--- src/rtl/rvj1_pkg.sv ---
`default_nettype none
// ============================================================================
// Module      : rvj1_pkg
// Description : Shared core widths, reset vector, NOP encoding and fetch FSM
//               state type.
// Revision    : 1.0 - initial release
// ============================================================================
package rvj1_pkg;

    localparam int unsigned XLEN    = 32;
    localparam int unsigned INSTR_W = 32;

    localparam logic [XLEN-1:0]    RESET_PC_DEFAULT = 32'h0000_0000;
    localparam logic [INSTR_W-1:0] NOP_INSTR        = 32'h0000_0013;

    // BUSY means exactly one memory read is outstanding.
    typedef enum logic [0:0] {
        FETCH_IDLE = 1'b0,
        FETCH_BUSY = 1'b1
    } fetch_state_t;

endpackage : rvj1_pkg
`default_nettype wire

--- src/rtl/instr_fetch_unit_if.sv ---
`default_nettype none
// ============================================================================
// Module      : instr_fetch_unit_if
// Description : Fetch-to-decode valid/ready handshake carrying an instruction
//               word and its byte-address PC.
// Revision    : 1.0 - initial release
// ============================================================================
interface instr_fetch_unit_if
    import rvj1_pkg::*;
#(
    parameter int unsigned DATA_W = INSTR_W,
    parameter int unsigned ADDR_W = XLEN
);

    logic              instr_valid;
    logic              instr_ready;
    logic [DATA_W-1:0] instr;
    logic [ADDR_W-1:0] instr_pc;

    modport master (
        output instr_valid,
        output instr,
        output instr_pc,
        input  instr_ready
    );

    modport slave (
        input  instr_valid,
        input  instr,
        input  instr_pc,
        output instr_ready
    );

endinterface : instr_fetch_unit_if
`default_nettype wire

--- src/rtl/instr_fetch_unit_fifo2.sv ---
`default_nettype none
// ============================================================================
// Module      : fetch_fifo2
// Description : Two-entry FIFO with flush; head entry drives dout directly.
// Revision    : 1.0 - initial release
// ============================================================================
module fetch_fifo2 #(
    parameter int unsigned WIDTH = 64
) (
    input  wire logic             clk,
    input  wire logic             rstn,
    input  wire logic             flush,
    input  wire logic             push,
    input  wire logic             pop,
    input  wire logic [WIDTH-1:0] din,
    output logic      [WIDTH-1:0] dout,
    output logic      [1:0]       count
);

    logic [WIDTH-1:0] r_mem [2];
    logic             r_rd_ptr;
    logic             r_wr_ptr;
    logic [1:0]       r_count;

    always_ff @(posedge clk or negedge rstn) begin
        if (!rstn) begin
            for (int i = 0; i < 2; i++) begin
                r_mem[i] <= '0;
            end
            r_rd_ptr <= 1'b0;
            r_wr_ptr <= 1'b0;
            r_count  <= 2'd0;
        end else if (flush) begin
            // Storage is left as-is: with count cleared nothing stale is visible.
            r_rd_ptr <= 1'b0;
            r_wr_ptr <= 1'b0;
            r_count  <= 2'd0;
        end else begin
            if (push) begin
                r_mem[r_wr_ptr] <= din;
                r_wr_ptr        <= ~r_wr_ptr;
            end
            if (pop) begin
                r_rd_ptr <= ~r_rd_ptr;
            end
            r_count <= r_count + {1'b0, push} - {1'b0, pop};
        end
    end

    assign dout  = r_mem[r_rd_ptr];
    assign count = r_count;

    a_no_overflow : assert property (
        @(posedge clk) disable iff (!rstn)
        !(push && !pop && !flush && (r_count == 2'd2))
    );

    a_no_underflow : assert property (
        @(posedge clk) disable iff (!rstn)
        !(pop && !flush && (r_count == 2'd0))
    );

endmodule : fetch_fifo2
`default_nettype wire

--- src/rtl/instr_fetch_unit.sv ---
`default_nettype none
// ============================================================================
// Module      : instr_fetch_unit
// Description : Fetch stage: drives a 1-cycle-latency instruction memory,
//               keeps one read in flight, buffers returns for decode and
//               flushes on redirect from execute.
// Revision    : 1.0 - initial release
// ============================================================================
module instr_fetch_unit
    import rvj1_pkg::*;
#(
    parameter int unsigned        ADDR_W   = XLEN,
    parameter int unsigned        DATA_W   = INSTR_W,
    parameter int unsigned        MEM_AW   = 4,
    parameter logic [ADDR_W-1:0]  RESET_PC = RESET_PC_DEFAULT
) (
    input  wire logic              clk,
    input  wire logic              rstn,

    output logic                   mem_en,
    output logic      [MEM_AW-1:0] mem_addr,
    input  wire logic [DATA_W-1:0] mem_rdata,

    input  wire logic              redir_valid,
    input  wire logic [ADDR_W-1:0] redir_pc,

    instr_fetch_unit_if.master     dec
);

    localparam int unsigned C_ENTRY_W = DATA_W + ADDR_W;

    fetch_state_t      r_state;
    logic [ADDR_W-1:0] r_pc;
    logic [ADDR_W-1:0] r_req_pc;

    logic                 w_inflight;
    logic                 w_pop;
    logic                 w_push;
    logic                 w_issue;
    logic [1:0]           w_count;
    logic [2:0]           w_occupancy;
    logic [ADDR_W-1:0]    w_redir_pc;
    logic [C_ENTRY_W-1:0] w_head;

    assign w_inflight = (r_state == FETCH_BUSY);
    assign w_pop      = dec.instr_valid & dec.instr_ready;
    assign w_redir_pc = redir_pc & ~ADDR_W'(3);

    // Occupancy counts the outstanding read as a reserved slot, so the FIFO
    // can never be asked to take a third word.
    assign w_occupancy = {1'b0, w_count} + {2'b00, w_inflight} - {2'b00, w_pop};
    assign w_issue     = rstn & ~redir_valid & (w_occupancy < 3'd2);

    // A redirect in the return cycle kills the word coming back from memory.
    assign w_push = w_inflight & ~redir_valid;

    always_ff @(posedge clk or negedge rstn) begin
        if (!rstn) begin
            r_state  <= FETCH_IDLE;
            r_pc     <= RESET_PC;
            r_req_pc <= '0;
        end else if (redir_valid) begin
            r_state <= FETCH_IDLE;
            r_pc    <= w_redir_pc;
        end else if (w_issue) begin
            r_state  <= FETCH_BUSY;
            r_req_pc <= r_pc;
            r_pc     <= r_pc + ADDR_W'(4);
        end else begin
            r_state <= FETCH_IDLE;
        end
    end

    fetch_fifo2 #(
        .WIDTH (C_ENTRY_W)
    ) u_fifo (
        .clk   (clk),
        .rstn  (rstn),
        .flush (redir_valid),
        .push  (w_push),
        .pop   (w_pop),
        .din   ({mem_rdata, r_req_pc}),
        .dout  (w_head),
        .count (w_count)
    );

    assign mem_en   = w_issue;
    assign mem_addr = r_pc[MEM_AW+1:2];

    assign dec.instr_valid = (w_count != 2'd0);
    assign dec.instr       = w_head[C_ENTRY_W-1:ADDR_W];
    assign dec.instr_pc    = w_head[ADDR_W-1:0];

endmodule : instr_fetch_unit
`default_nettype wire

--- src/flat_wrapper.sv ---
// flat-port wrapper written by rule: the top's interface ports become plain ports
module instr_fetch_unit_flat import rvj1_pkg::*;
#(
    parameter int unsigned        ADDR_W   = XLEN,
    parameter int unsigned        DATA_W   = INSTR_W,
    parameter int unsigned        MEM_AW   = 4,
    parameter logic [ADDR_W-1:0]  RESET_PC = RESET_PC_DEFAULT
)
  (clk, rstn, mem_en, mem_addr, mem_rdata, redir_valid, redir_pc, dec_instr_valid, dec_instr, dec_instr_pc, dec_instr_ready);
  instr_fetch_unit_if #(.DATA_W(DATA_W), .ADDR_W(ADDR_W)) dec_i ();
  input  wire logic clk;
  input  wire logic rstn;
  output logic mem_en;
  output logic      [MEM_AW-1:0] mem_addr;
  input  wire logic [DATA_W-1:0] mem_rdata;
  input  wire logic redir_valid;
  input  wire logic [ADDR_W-1:0] redir_pc;
  output wire logic [$bits(dec_i.instr_valid)-1:0] dec_instr_valid;
  output wire logic [$bits(dec_i.instr)-1:0] dec_instr;
  output wire logic [$bits(dec_i.instr_pc)-1:0] dec_instr_pc;
  input wire logic [$bits(dec_i.instr_ready)-1:0] dec_instr_ready;
  assign dec_instr_valid = dec_i.instr_valid;
  assign dec_instr = dec_i.instr;
  assign dec_instr_pc = dec_i.instr_pc;
  assign dec_i.instr_ready = dec_instr_ready;
  instr_fetch_unit #(.ADDR_W(ADDR_W), .DATA_W(DATA_W), .MEM_AW(MEM_AW), .RESET_PC(RESET_PC)) u_core (.clk(clk), .rstn(rstn), .mem_en(mem_en), .mem_addr(mem_addr), .mem_rdata(mem_rdata), .redir_valid(redir_valid), .redir_pc(redir_pc), .dec(dec_i));
endmodule
--- config.mk ---
export PLATFORM = sky130hd
export DESIGN_NAME = instr_fetch_unit_flat
export DESIGN_NICKNAME = d
export VERILOG_FILES = /design/src/rtl/rvj1_pkg.sv /design/src/rtl/instr_fetch_unit_if.sv /design/src/rtl/instr_fetch_unit_fifo2.sv /design/src/rtl/instr_fetch_unit.sv /design/src/flat_wrapper.sv
export SDC_FILE = /design/constraint.sdc
export NUM_CORES = 1
export LEC_CHECK = 0
export CAP_MARGIN = 20
export CORE_ASPECT_RATIO = 1.4
export CORE_UTILIZATION = 45
export DETAILED_ROUTE_END_ITERATION = 16
export PLACE_DENSITY_LB_ADDON = 0.08
export SLEW_MARGIN = 20
export SYNTH_ARGS = -nofsm -noshare
export SYNTH_HDL_FRONTEND = slang
export SYNTH_SLANG_ARGS = --single-unit
--- constraint.sdc ---
create_clock -name clk -period 4.1 [get_ports clk]
set_clock_uncertainty 0.15 [all_clocks]
set_input_delay 0.82 -clock clk [delete_from_list [all_inputs] [get_ports clk]]
set_output_delay 0.82 -clock clk [all_outputs]
set_load 0.01 [all_outputs]
Yosys cells after proc, flatten, opt, wreduce, memory -nomap -nowiden
Index checks and enable logic that the tools add are counted.

operators by class
  add/sub/neg operators = 5
  order comparisons = 4
  muxes and demuxes = 15
  bitwise logic cells = 9
  reduce and logical (&&, ||, !) cells = 7

operators by type and width
  kind                   number
  $mux 64                4
  $bwmux 128             1
  $demux 64 s1           1
  $mux 32                2
  $add 32x3->32 const B  1
  $reduce_bool 2->1      4
  $mux 1                 6
  $and 1x1->1            4
  $ge 2x2->1 const B     2
  $not 1->2              2
  $reduce_and 2->1       2
  $add 2x1->3            1
  $lt 3x2->1 const B     1
  $not 1->1              3
  $sub 3x1->3            1
  $add 2x1->2            1
  $lt 2x1->1 const B     1
  $mux 2                 1
  $sub 2x1->2            1
  $logic_and 1x1->1      1

word-level totals
  register bits = 197
  input port bits = 68
  output and inout bits = 70
  word-level logic and storage cells = 48

Longest topological paths before layout
Gate-level depths: netlist (run 1).

  depth in word-level cells = 7
  depth in mapped cells = 11

Modules after synthesis
Synthesis (run 1) repeated with hierarchy kept, for this count alone.

second synthesis, totals
  cell total of the unflattened synthesis = 705
  area total of the unflattened synthesis = 9116.2 um^2

by module, submodules not included
  module            instances  cells each  area each (um^2)  seq. area each (um^2)
  fetch_fifo2       1          358         6048.3            3303.2
  instr_fetch_unit  1          347         3067.9            1526.5

Least setup slack after synthesis (run 1)
OpenSTA, ideal clock, no wires.

  path kind = input port to output port
  start = input dec_instr_ready
  end = output mem_en
  arrival = 2.448 ns
  data required time = 3.130 ns
  setup slack = 0.682 ns
  stages on the path = 8
  buffers on the path = 2
  cells stage by stage = xor2_1 -> nand2_1 -> fa_1 -> nand3b_1 -> nand2b_1 -> inv_1 -> buf_2 -> buf_1

on the way
  longest elaborated chain between the ends = 4

ends and longest elaborated chain
  element      RTL line                text
  from (decl)  flat_wrapper.sv:21      input wire logic [$bits(dec_i.instr_ready)-1:0] dec_instr_ready;
  $and 1x1->1  instr_fetch_unit.sv:46  assign w_pop = dec.instr_valid & dec.instr_ready;
  $sub 3x1->3  instr_fetch_unit.sv:51  assign w_occupancy = {1'b0, w_count} + {2'b00, w_inflight} - {2'b00, w_pop};
  $lt 3x2->1   instr_fetch_unit.sv:52  assign w_issue = rstn & ~redir_valid & (w_occupancy < 3'd2);
  $and 1x1->1  instr_fetch_unit.sv:52
  to (decl)    flat_wrapper.sv:13      output logic mem_en;

No other way between the ends.

Worst setup path after layout (run 1)
Ends and elaborated chain as after synthesis.

==> results of run 1 <==
==> final timing paths <==
kind	end	cells past startpoint	slack, ns
min reg2reg	u_core.r_req_pc[10]	2	0.35
min in group clk	u_core.r_req_pc[10]	2	0.35
min	u_core.u_fifo.r_mem[99]	1	0.17
max in group asynchronous	u_core.u_fifo.r_mem[94]	3	1.47
max	mem_en	8	0.39
max reg2reg	u_core.r_pc[25]	10	0.97
==> cell families after synthesis <==
group	count (synthesis)	share of synthesized area, %
AOI/OAI and AO/OA	61	5.576
buffers and inverters	56	2.875
other	1	0.04352
muxes	186	24.31
and+or+nand+nor	197	10.83
DFF	189	54.89
xor gates and xnor gates	8	0.8130
adders and majority gates	4	0.6680
==> area by class of cell <==
cell class | instances | share of cell area, %
timing repair buffer | 144 | 13.56
clock inverter | 14 | 1.176
sequential | 189 | 44.01
tap | 244 | 2.840
multi-input combinational | 458 | 34.01
inverter | 9 | 0.3143
clock buffer | 18 | 4.086
==> flip-flops by register name (all words and copies together), names as in the netlist <==
name                    cells
u_core.u_fifo.r_mem       124
u_core.r_pc                30
u_core.r_req_pc            30
u_core.u_fifo.count         2
u_core.r_state              1
u_core.u_fifo.r_rd_ptr      1
u_core.u_fifo.r_wr_ptr      1
==> worst max-delay path, stage by stage <==
cell,delay (ns)
clkdlybuf4s50_1,0.51
xor2_1,0.18
nand2_1,0.09
fa_1,0.51
nand3b_1,0.11
nand2b_2,0.22
inv_1,0.12
dlymetal6s2s_1,0.18
==> layer usage <==
| metal | routed length (um) | vias up | global-route usage, % |
|---|---|---|---|
| met3 | 738 | 12 | 3.365 |
| met5 | 0 | - | 0 |
| met1 | 7958 | 3060 | 25.18 |
| li1 | - | 2743 | - |
| met4 | 203 | 0 | 6.054 |
| met2 | 10100 | 159 | 36.31 |
==> power by group through the flow <==
stage / clock network, mW / registers (mW) / logic, mW
after CTS: 1.62 / 3.02 / 3.02
after global placement: 0 / 2.99 / 2.95
after global routing: 1.71 / 3.12 / 3.23
after detailed placement: 0 / 3.06 / 3.00
final: 1.57 / 3.01 / 2.96
after floorplan: 0 / 2.85 / 1.85
==> layout by cell type, fill, tap and decap left out, drive strengths merged, types with 2 or more instances in the layout <==
master         instances
dfrtp                189
mux2                 186
clkdlybuf4s50        131
nand2                122
clkbuf                19
o311ai                19
inv                   17
o211ai                14
nand3                 14
nand4                 11
buf                   11
nor2                  10
or4                    8
a31oi                  8
o21ai                  6
nor2b                  5
xnor2                  4
xor2                   4
and2                   4
a221o                  4
clkinv                 4
and4                   3
and3                   3
o41ai                  3
or3                    3
ha                     3
nor4                   3
or2                    2
a311o                  2
a22oi                  2
conb                   2
clkinvlp               2
nand2b                 2
==> run_results.csv, run 1 <==
group,metric,value,unit
clock_network,clkLatencyLatePin,0.43,ns
setup_path,path_class,"in2out",
setup_path,crit_start,"dec_instr_ready",
yosys,synthMostInstantiatedCell,"dfrtp_1",
setup_path,cp_max_fo,2,
power_and_ir_drop,p_sw_share,32.60,%
sta,holdWs,0.1693,ns
finish,areaGrowthSynthToFinish,24.74,%
route,finalWirelength,19000,um
global_route,grt_start_max_net_pins,77,
sta,fmax,269.9,MHz
power_and_ir_drop,seq_power_share,39.9,%
route,drt-pass1-iter-count,5,
global_route,grt_pass1_wl,31870,um
sta,maxSlewViolCount,0,
yosys,synthesis.area,8617,um^2
die,die_w,119.0,um
setup_path,r2r_start,"u_core.u_fifo.count[1]",
placement,place_area,10180,um^2
clock_network,root_buffer,"clkbuf_16",
global_route,antenna_found_initial,0,
clock_network,cts_tree,"yes",
clock_network,cts_made_buffers,17,
outcome,outcome,"finished, final reports clean",
global_route,grt_overflow,0,
yosys,ys_async_sr_fraction,100.0,%
yosys,yosys-top-cells-area,"dfrtp_1 55%, mux2_2 24%, nand2_1 5.3%",
clock_network,cts_resized,0,
yosys,synthTopCellsByCount,"189 x dfrtp_1, 186 x mux2_2, 122 x nand2_1",
route,antenna_left,0,
sta,post-route-period-util,90.37,%
global_route,grt_pass1_vias,6288,
global_route,grtUsageTotal,20.37,%
yosys,synth_top_area_share,54.89,%
die,coreArea,18680,um^2
setup_path,end_kind,"primary output",
die,die_area,19710,um^2
route,drcViolationCount,0,
placement,gp_congestion,0.8467,
sta,setup_slack,0.3946,ns
power_and_ir_drop,pwr-share-clk,20.9,%
placement,io_buffer_count,133,
job,drv_cap,0,
yosys,ys_types,47,
yosys,synth_warnings,0,
finish,seq_area,4731,um^2
yosys,syn_inst,702,
finish,antenna_cells,0,
sta,worst_slew_pin_slew,0.9530,ns
route,wl_per_cell,17.66,um
yosys,synth-main-ff-cell,"dfrtp_1",
placement,dp.cells,1044,
clock_network,clockBufferDepth,2,
finish,multi_input_area,3656,um^2
yosys,synth-edff-count,0,
power_and_ir_drop,power_switching,2.461,mW
route,via_count,5974,
route,drt_iter0_drc,286,
clock_network,cts_max_level,4,
die,start_util,46.14,%
power_and_ir_drop,power,7.549,mW
yosys,syn_avg_cell_area,12.27,um^2
setup_path,required,3.13,ns
worst_hold_path,min_path_type,"in2async",
power_and_ir_drop,power.density,702.3,nW/um^2
placement,dp_slack,0.04945,ns
yosys,yosysTopAreaCell,"dfrtp_1",
power_and_ir_drop,p_int,5.088,mW
clock_network,cts.sinks,189,
power_and_ir_drop,p_leak,4.765,nW
finish,final_util,57.55,%
finish,stdcell_count,1076,
finish,design_area,10750,um^2
yosys,yosysSeqAreaShare,54.89,%
yosys,ys_seq_elements,189,
setup_path,arrival,2.74,ns
power_and_ir_drop,ir_worst_vdd,0.0002632,V
finish,final_nets,891,
clock_network,postCtsHoldBufs,0,
sta,relSlewSlack,36.46,%
route,routed_via_density,5.552,
sta,fin_setup_tns,0,ns
clock_network,postCtsSetupBuffers,0,
finish,fillers,1585,
die,die_h,165.7,um
sta,min_period,3.705,ns
placement,hpwl,12470,um
finish,drive_gt1_share,28.85,%
die,num_rows,59,
sta,finalHoldViolCount,0,
power_and_ir_drop,pwr-share-comb,39.3,%
clock_network,clk_pin_slew,0.07,ns
sta,rsz0062_at_grt,"no",
setup_path,start_kind,"primary input",
sta,setup_viol,0,
die,pin_count,138,
(Power assumes the default switching activity.)
==> inputs of run 2 (changes only) <==
--- a/config.mk
+++ b/config.mk
@@ -9,8 +9,10 @@
 export CORE_ASPECT_RATIO = 1.4
 export CORE_UTILIZATION = 45
 export DETAILED_ROUTE_END_ITERATION = 16
+export GPL_TIMING_DRIVEN = 1
 export PLACE_DENSITY_LB_ADDON = 0.08
 export SLEW_MARGIN = 20
 export SYNTH_ARGS = -nofsm -noshare
 export SYNTH_HDL_FRONTEND = slang
+export SYNTH_HIERARCHICAL = 1
 export SYNTH_SLANG_ARGS = --single-unit
==> run 2 against run 1 <==
Effect of this change: worst setup slack worse by 0.25 ns; synthesized cell count up 0.43%; sequential power up 4%; die area up 5.7%; wire length up 4.7%; via count down 0.67%; cell area up 4.5%; critical path depth up 1; register-to-register slack worse by 0.48 ns; total power up 5.2%; synthesized area up 5.8%; global-route usage down 0.30 points; critical path type unchanged; largest cell class unchanged.
==> run_results.csv, run 2 <==
group,metric,value,unit
placement,hpwl,13100,um
finish,antenna_cells,0,
finish,largest_reg_flops,128,
clock_network,postCtsSetupBuffers,0,
clock_network,clk_pin_slew,0.08,ns
die,die_w,122.3,um
global_route,grt_overflow,0,
outcome,outcome,"finished, final reports clean",
route,wl_per_cell,18.01,um
sta,worst_slew_pin_slew,0.8173,ns
route,via_count,5934,
yosys,yosys-top-cells-area,"dfrtp_1 53%, mux2_2 16%, mux2_4 9.9%",
power_and_ir_drop,ir_worst_vdd,0.0003269,V
finish,top_register,"u_core/u_fifo/r_mem",
setup_path,end_kind,"primary output",
power_and_ir_drop,power.density,706.7,nW/um^2
yosys,ys_seq_elements,193,
setup_path,start_kind,"primary input",
setup_path,worstRegToRegCells,12,
clock_network,clockBufferDepth,2,
job,drv_cap,0,
sta,rsz0062_at_grt,"no",
yosys,syn_inst,705,
yosys,ys_types,57,
finish,fillers,1724,
setup_path,critPathSlowestCell,"fa_1",
yosys,synth-edff-count,0,
sta,setup_viol,0,
setup_path,slowest_delay,0.51,ns
placement,io_buffer_count,135,
yosys,ys_async_sr_fraction,100.0,%
die,pin_count,138,
route,drcViolationCount,0,
route,finalWirelength,19880,um
clock_network,postCtsHoldBufs,0,
die,die_area,20840,um^2
setup_path,arrival,2.99,ns
yosys,synth_warnings,6,
clock_network,cts_tree,"yes",
global_route,grtUsageTotal,20.08,%
power_and_ir_drop,p_leak,5.238,nW
sta,fmax,252.6,MHz
global_route,grt_pass1_vias,6384,
clock_network,cts_max_level,4,
finish,multi_input_area,3930,um^2
route,drt_iter0_drc,385,
worst_hold_path,min_path_type,"in2async",
setup_path,path_cells,"clkdlybuf4s50_1, and2_1, ha_1, nand2b_1, fa_1, nand3b_1, or2_1, inv_1, clkbuf_2",
global_route,grt_start_max_net_pins,89,
yosys,yosysSeqAreaShare,52.98,%
global_route,antenna_found_initial,0,
clock_network,cts_made_buffers,17,
yosys,synthTopCellsByCount,"193 x dfrtp_1, 129 x nand2_1, 127 x mux2_2",
sta,min_period,3.959,ns
clock_network,clkLatencyLatePin,0.43,ns
yosys,synth-main-ff-cell,"dfrtp_1",
sta,holdWs,0.1626,ns
die,coreArea,19840,um^2
sta,fin_setup_tns,0,ns
global_route,grt_pass1_wl,32450,um
yosys,syn_avg_cell_area,12.93,um^2
yosys,synthesis.area,9116,um^2
yosys,yosysTopAreaCell,"dfrtp_1",
yosys,synthMostInstantiatedCell,"dfrtp_1",
finish,reg_top3,"u_core/u_fifo/r_mem x128, u_core/r_pc x30, u_core/r_req_pc x30",
setup_path,required,3.13,ns
sta,post-route-period-util,96.56,%
die,start_util,45.94,%
finish,seq_area,4831,um^2
finish,layout_common_cells,"192 x dfrtp_1, 133 x clkdlybuf4s50_1, 129 x nand2_1",
sta,maxSlewViolCount,0,
placement,gp_congestion,0.8794,
setup_path,path_class,"in2out",
clock_network,root_buffer,"clkbuf_16",
route,antenna_left,0,
finish,final_nets,912,
die,die_h,170.4,um
route,drt-pass1-iter-count,4,
clock_network,cts.sinks,193,
finish,final_common_cell,"dfrtp_1",
sta,relSlewSlack,45.51,%
route,routed_via_density,5.375,
sta,finalHoldViolCount,0,
finish,areaGrowthSynthToFinish,23.24,%
setup_path,cp_max_fo,2,
yosys,synth_top_area_share,52.98,%
finish,drive_gt1_share,30.05,%
die,num_rows,61,
[run 2: cell types whose count changed after synthesis, sizes merged, moves of 7 or more]
| cell | previous run | this run |
|---|---|---|
| buf | 20 | 35 |
| o211ai | 14 | 7 |
| clkbuf | 27 | 5 |
| o21ai | 6 | 14 |
| nand2 | 122 | 129 |
| o311ai | 19 | 10 |
| nor2 | 10 | 19 |
[run 2: path summary, 6_finish.rpt]
check / endpoint / startpoint / slack [ns]
worst max-delay path: mem_en / dec_instr_ready / 0.14
worst min-delay path: u_core/u_fifo/r_mem[121] / rstn / 0.16
worst min register to register: u_core/u_fifo/r_mem[118] / u_core/u_fifo/r_mem[118] / 0.34
max in group asynchronous: u_core/u_fifo/r_rd_ptr / rstn / 2.48
worst max register to register: u_core/r_pc[21] / u_core/u_fifo/count[1] / 0.49
min in group clk: u_core/u_fifo/r_mem[118] / u_core/u_fifo/r_mem[118] / 0.34
[run 2: logic make-up (layout without fill, tap and decap cells)]
logic type	after synthesis	in the layout	synth area share (%)
and+or+nand+nor	207	207	10.83
DFF	193	193	52.98
muxes	192	192	26.19
AOI/OAI and AO/OA	54	54	4.461
buffers and inverters	48	192	4.104
adders and majority gates	5	5	0.7686
xor gates and xnor gates	5	5	0.6314
other	1	4	0.04114
[run 2: area by class of cell]
class	count	share of cell area, %
flip-flops and latches	193	43.00
repair buffers	152	13.41
clock inverters	15	1.749
inverters	8	0.2673
clock buffers	17	3.787
multi-input cells	467	34.98
well taps	252	2.807
[run 2: metrics by stage]
step                instances  power [mW]  setup slack (ns)  utilization [%]  area (um^2)
floorplan                 708       4.952            0.4398                -         9128
global placement         1072       6.168           -0.2373            53.49        10610
detailed placement       1072       6.282           -0.2473            53.49        10610
CTS                      1104       8.047           0.02357            56.62        11240
global route             1104       8.455           0.03164            56.61        11230
finish                   1104       7.939            0.1409            56.61        11230
[run 2: power breakdown]
part           total (mW)  leakage (nW)  internal (mW)  switching (mW)
combinational        3.09          2.44           1.85            1.24
clock                1.73         0.301          0.933           0.796
sequential           3.12          2.49           2.63           0.484
total                7.94          5.24           5.42            2.52
[run 2: timing repair]
| action | CTS | global route |
|---|---|---|
| setup endpoints to repair | 1 | 1 |
| hold endpoints to repair | 0 | 0 |
| resized for setup | 2 | 1 |
[run 2: routing by layer]
layer	wire, um	vias to the layer above	GRT usage [%]
met1	8614	3010	25.42
met5	0	-	0
met3	747	23	3.083
met2	10180	145	34.37
met4	341	0	7.264
li1	-	2756	-
[run 2: worst max-delay path: cells and delay by family]
kind / cells / cell delay, ns
fa+ha+maj: 2 / 0.79
simple gates: 4 / 0.68
buf+inv: 3 / 0.71
==> inputs of run 3 (changes only) <==
--- a/config.mk
+++ b/config.mk
@@ -11,6 +11,7 @@
 export DETAILED_ROUTE_END_ITERATION = 16
 export GPL_TIMING_DRIVEN = 1
 export PLACE_DENSITY_LB_ADDON = 0.08
+export RECOVER_POWER = 50
 export SLEW_MARGIN = 20
 export SYNTH_ARGS = -nofsm -noshare
 export SYNTH_HDL_FRONTEND = slang
==> run 3 against run 2 <==
Effect of this change: the run now ends with max-capacitance violations, max-slew violations left; total power shrank 1.1%; largest power group unchanged; sequential share of layout area up 0.45 points; first-iteration DRC count shrank 0.78%; core utilization fell by 0.59 points; worst hold slack about the same; highest routed layer unchanged; global-route usage stayed put.
==> run_results.csv, run 3 (synthesized netlist as in run 2, its figures left out) <==
group,metric,value,unit
setup_path,cp_max_fo,2,
die,die_h,170.4,um
setup_path,path_delay_family,"adder cells",
finish,top_register,"u_core/u_fifo/r_mem",
finish,largest_reg_flops,128,
placement,hpwl,13100,um
setup_path,worstRegToRegCells,12,
global_route,antenna_found_initial,0,
outcome,violations,"max-capacitance violations, max-slew violations",
setup_path,path_cells,"clkdlybuf4s50_1, and2_1, ha_1, nand2b_1, fa_1, nand3b_1, or2_1, inv_1, clkbuf_2",
sta,holdWs,0.1621,ns
finish,final_nets,912,
placement,place_area,10610,um^2
setup_path,slowest_delay,0.51,ns
power_and_ir_drop,p_sw_share,31.99,%
sta,maxSlewViolCount,89,
power_and_ir_drop,pwr-share-comb,38.4,%
die,num_rows,61,
route,routed_via_density,5.357,
sta,post-route-period-util,96.37,%
finish,design_area,11120,um^2
sta,finalHoldViolCount,0,
sta,fmax,253.1,MHz
sta,worst_slew_pin_slew,2.210,ns
global_route,grtUsageTotal,20.08,%
placement,io_buffer_count,135,
setup_path,crit_start,"dec_instr_ready",
power_and_ir_drop,p_int,5.339,mW
finish,antenna_cells,0,
setup_path,end_kind,"primary output",
clock_network,postCtsSetupBuffers,0,
finish,areaGrowthSynthToFinish,21.95,%
sta,rsz0062_at_grt,"no",
setup_path,path_buf_inv,3,
setup_path,arrival,2.98,ns
power_and_ir_drop,seq_power_share,39.6,%
placement,gp_congestion,0.8794,
clock_network,cts_max_level,4,
setup_path,regToRegEndpoint,"u_core/r_pc[21]",
setup_path,path_class,"in2out",
clock_network,cts_tree,"yes",
power_and_ir_drop,pwr-share-clk,22.0,%
finish,reg_top3,"u_core/u_fifo/r_mem x128, u_core/r_pc x30, u_core/r_req_pc x30",
sta,min_period,3.951,ns
setup_path,r2r_start,"u_core/u_fifo/count[1]",
route,drt_iter0_drc,382,
sta,relSlewSlack,-47.31,%
finish,layout_common_cells,"192 x dfrtp_1, 129 x nand2_1, 128 x clkdlybuf4s50_1",
setup_path,reg2reg_slack,0.50,ns
setup_path,required,3.13,ns
worst_hold_path,min_path_type,"in2async",
sta,setup_viol,0,
finish,final_common_cell,"dfrtp_1",
die,start_util,45.94,%
die,die_w,122.3,um
route,via_count,5914,
global_route,grt_pass1_wl,32450,um
power_and_ir_drop,ir_worst_vdd,0.0003251,V
route,wl_per_cell,17.99,um
route,antenna_left,0,
finish,drive_gt1_share,27.11,%
die,pin_count,138,
clock_network,clk_pin_slew,0.08,ns
power_and_ir_drop,power.density,706.1,nW/um^2
power_and_ir_drop,power_switching,2.511,mW
clock_network,cts_made_buffers,17,
clock_network,clockBufferDepth,2,
global_route,grt_start_max_net_pins,89,
route,finalWirelength,19860,um
route,drt-pass1-iter-count,4,
job,drv_cap,2,
setup_path,critPathSlowestCell,"fa_1",
die,coreArea,19840,um^2
clock_network,root_buffer,"clkbuf_16",
global_route,grt_overflow,0,
placement,dp.cells,1072,
die,die_area,20840,um^2
clock_network,cts.sinks,193,
finish,stdcell_count,1104,
route,drcViolationCount,0,
global_route,grt_pass1_vias,6384,
finish,final_util,56.02,%
power_and_ir_drop,p_leak,5.157,nW
outcome,outcome,"finished with violations",
clock_network,clkLatencyLatePin,0.43,ns
setup_path,start_kind,"primary input",
-- run 3: how the worst max path moves through the flow --
stage              to  cells after the start
3_5_place_dp   mem_en                      9
6_report       mem_en                      9
2_1_floorplan  mem_en                      9
5_1_grt        mem_en                      9
4_1_cts        mem_en                      9
3_3_place_gp   mem_en                      9
-- run 3: timing repair --
action                                  4_1_cts  5_1_grt
endpoints found under the setup margin        1        1
resized for setup                             2        1
hold buffers                                  0        0
-- run 3: cell type report --
| cell class | instances | area (um^2) |
|---|---|---|
| tap | 252 | 315.3 |
| clock inverter | 15 | 196.4 |
| inverter | 8 | 30.03 |
| sequential | 193 | 4831 |
| fill | 1753 | 8727 |
| clock buffer | 17 | 425.4 |
| multi-input combinational | 467 | 3836 |
| timing repair buffer | 152 | 1483 |
-- run 3: power groups by stage --
stage	Clock, mW	Sequential [mW]	Combinational, mW
floorplan	0	2.98	1.97
global placement	0	3.09	3.08
detailed placement	0	3.16	3.12
CTS	1.78	3.12	3.14
global route	1.86	3.21	3.30
finish	1.73	3.11	3.01
-- run 3: worst register-to-register path, cell delays in order, from the launching register on --
cell and delay, ns:
dfrtp_1 0.43, or2_2 0.30, and2_1 0.18, ha_1 0.28, nand2b_1 0.15, fa_1 0.51, nand3b_1 0.11, or2_1 0.25
inv_1 0.12, buf_4 0.39, nor2_1 0.13, a21o_1 0.18, a221o_1 0.29
-- run 3: stage by stage --
| stage | power, mW | TNS [ns] | setup WS (ns) |
|---|---|---|---|
| 2_1_floorplan | 4.952 | 0 | 0.4398 |
| 3_3_place_gp | 6.168 | -0.2373 | -0.2373 |
| 3_5_place_dp | 6.282 | -0.2473 | -0.2473 |
| 4_1_cts | 8.047 | 0 | 0.02357 |
| 5_1_grt | 8.369 | 0 | 0.03191 |
| 6_report | 7.850 | 0 | 0.1490 |
-- run 3: per-layer routing --
| layer | global-route usage, % | share of wire (%) | vias up |
|---|---|---|---|
| li1 | - | - | 2756 |
| met1 | 25.42 | 43 | 3002 |
| met2 | 34.37 | 51 | 133 |
| met3 | 3.083 | 3.8 | 23 |
| met4 | 7.264 | 1.7 | 0 |
| met5 | 0 | 0 | - |
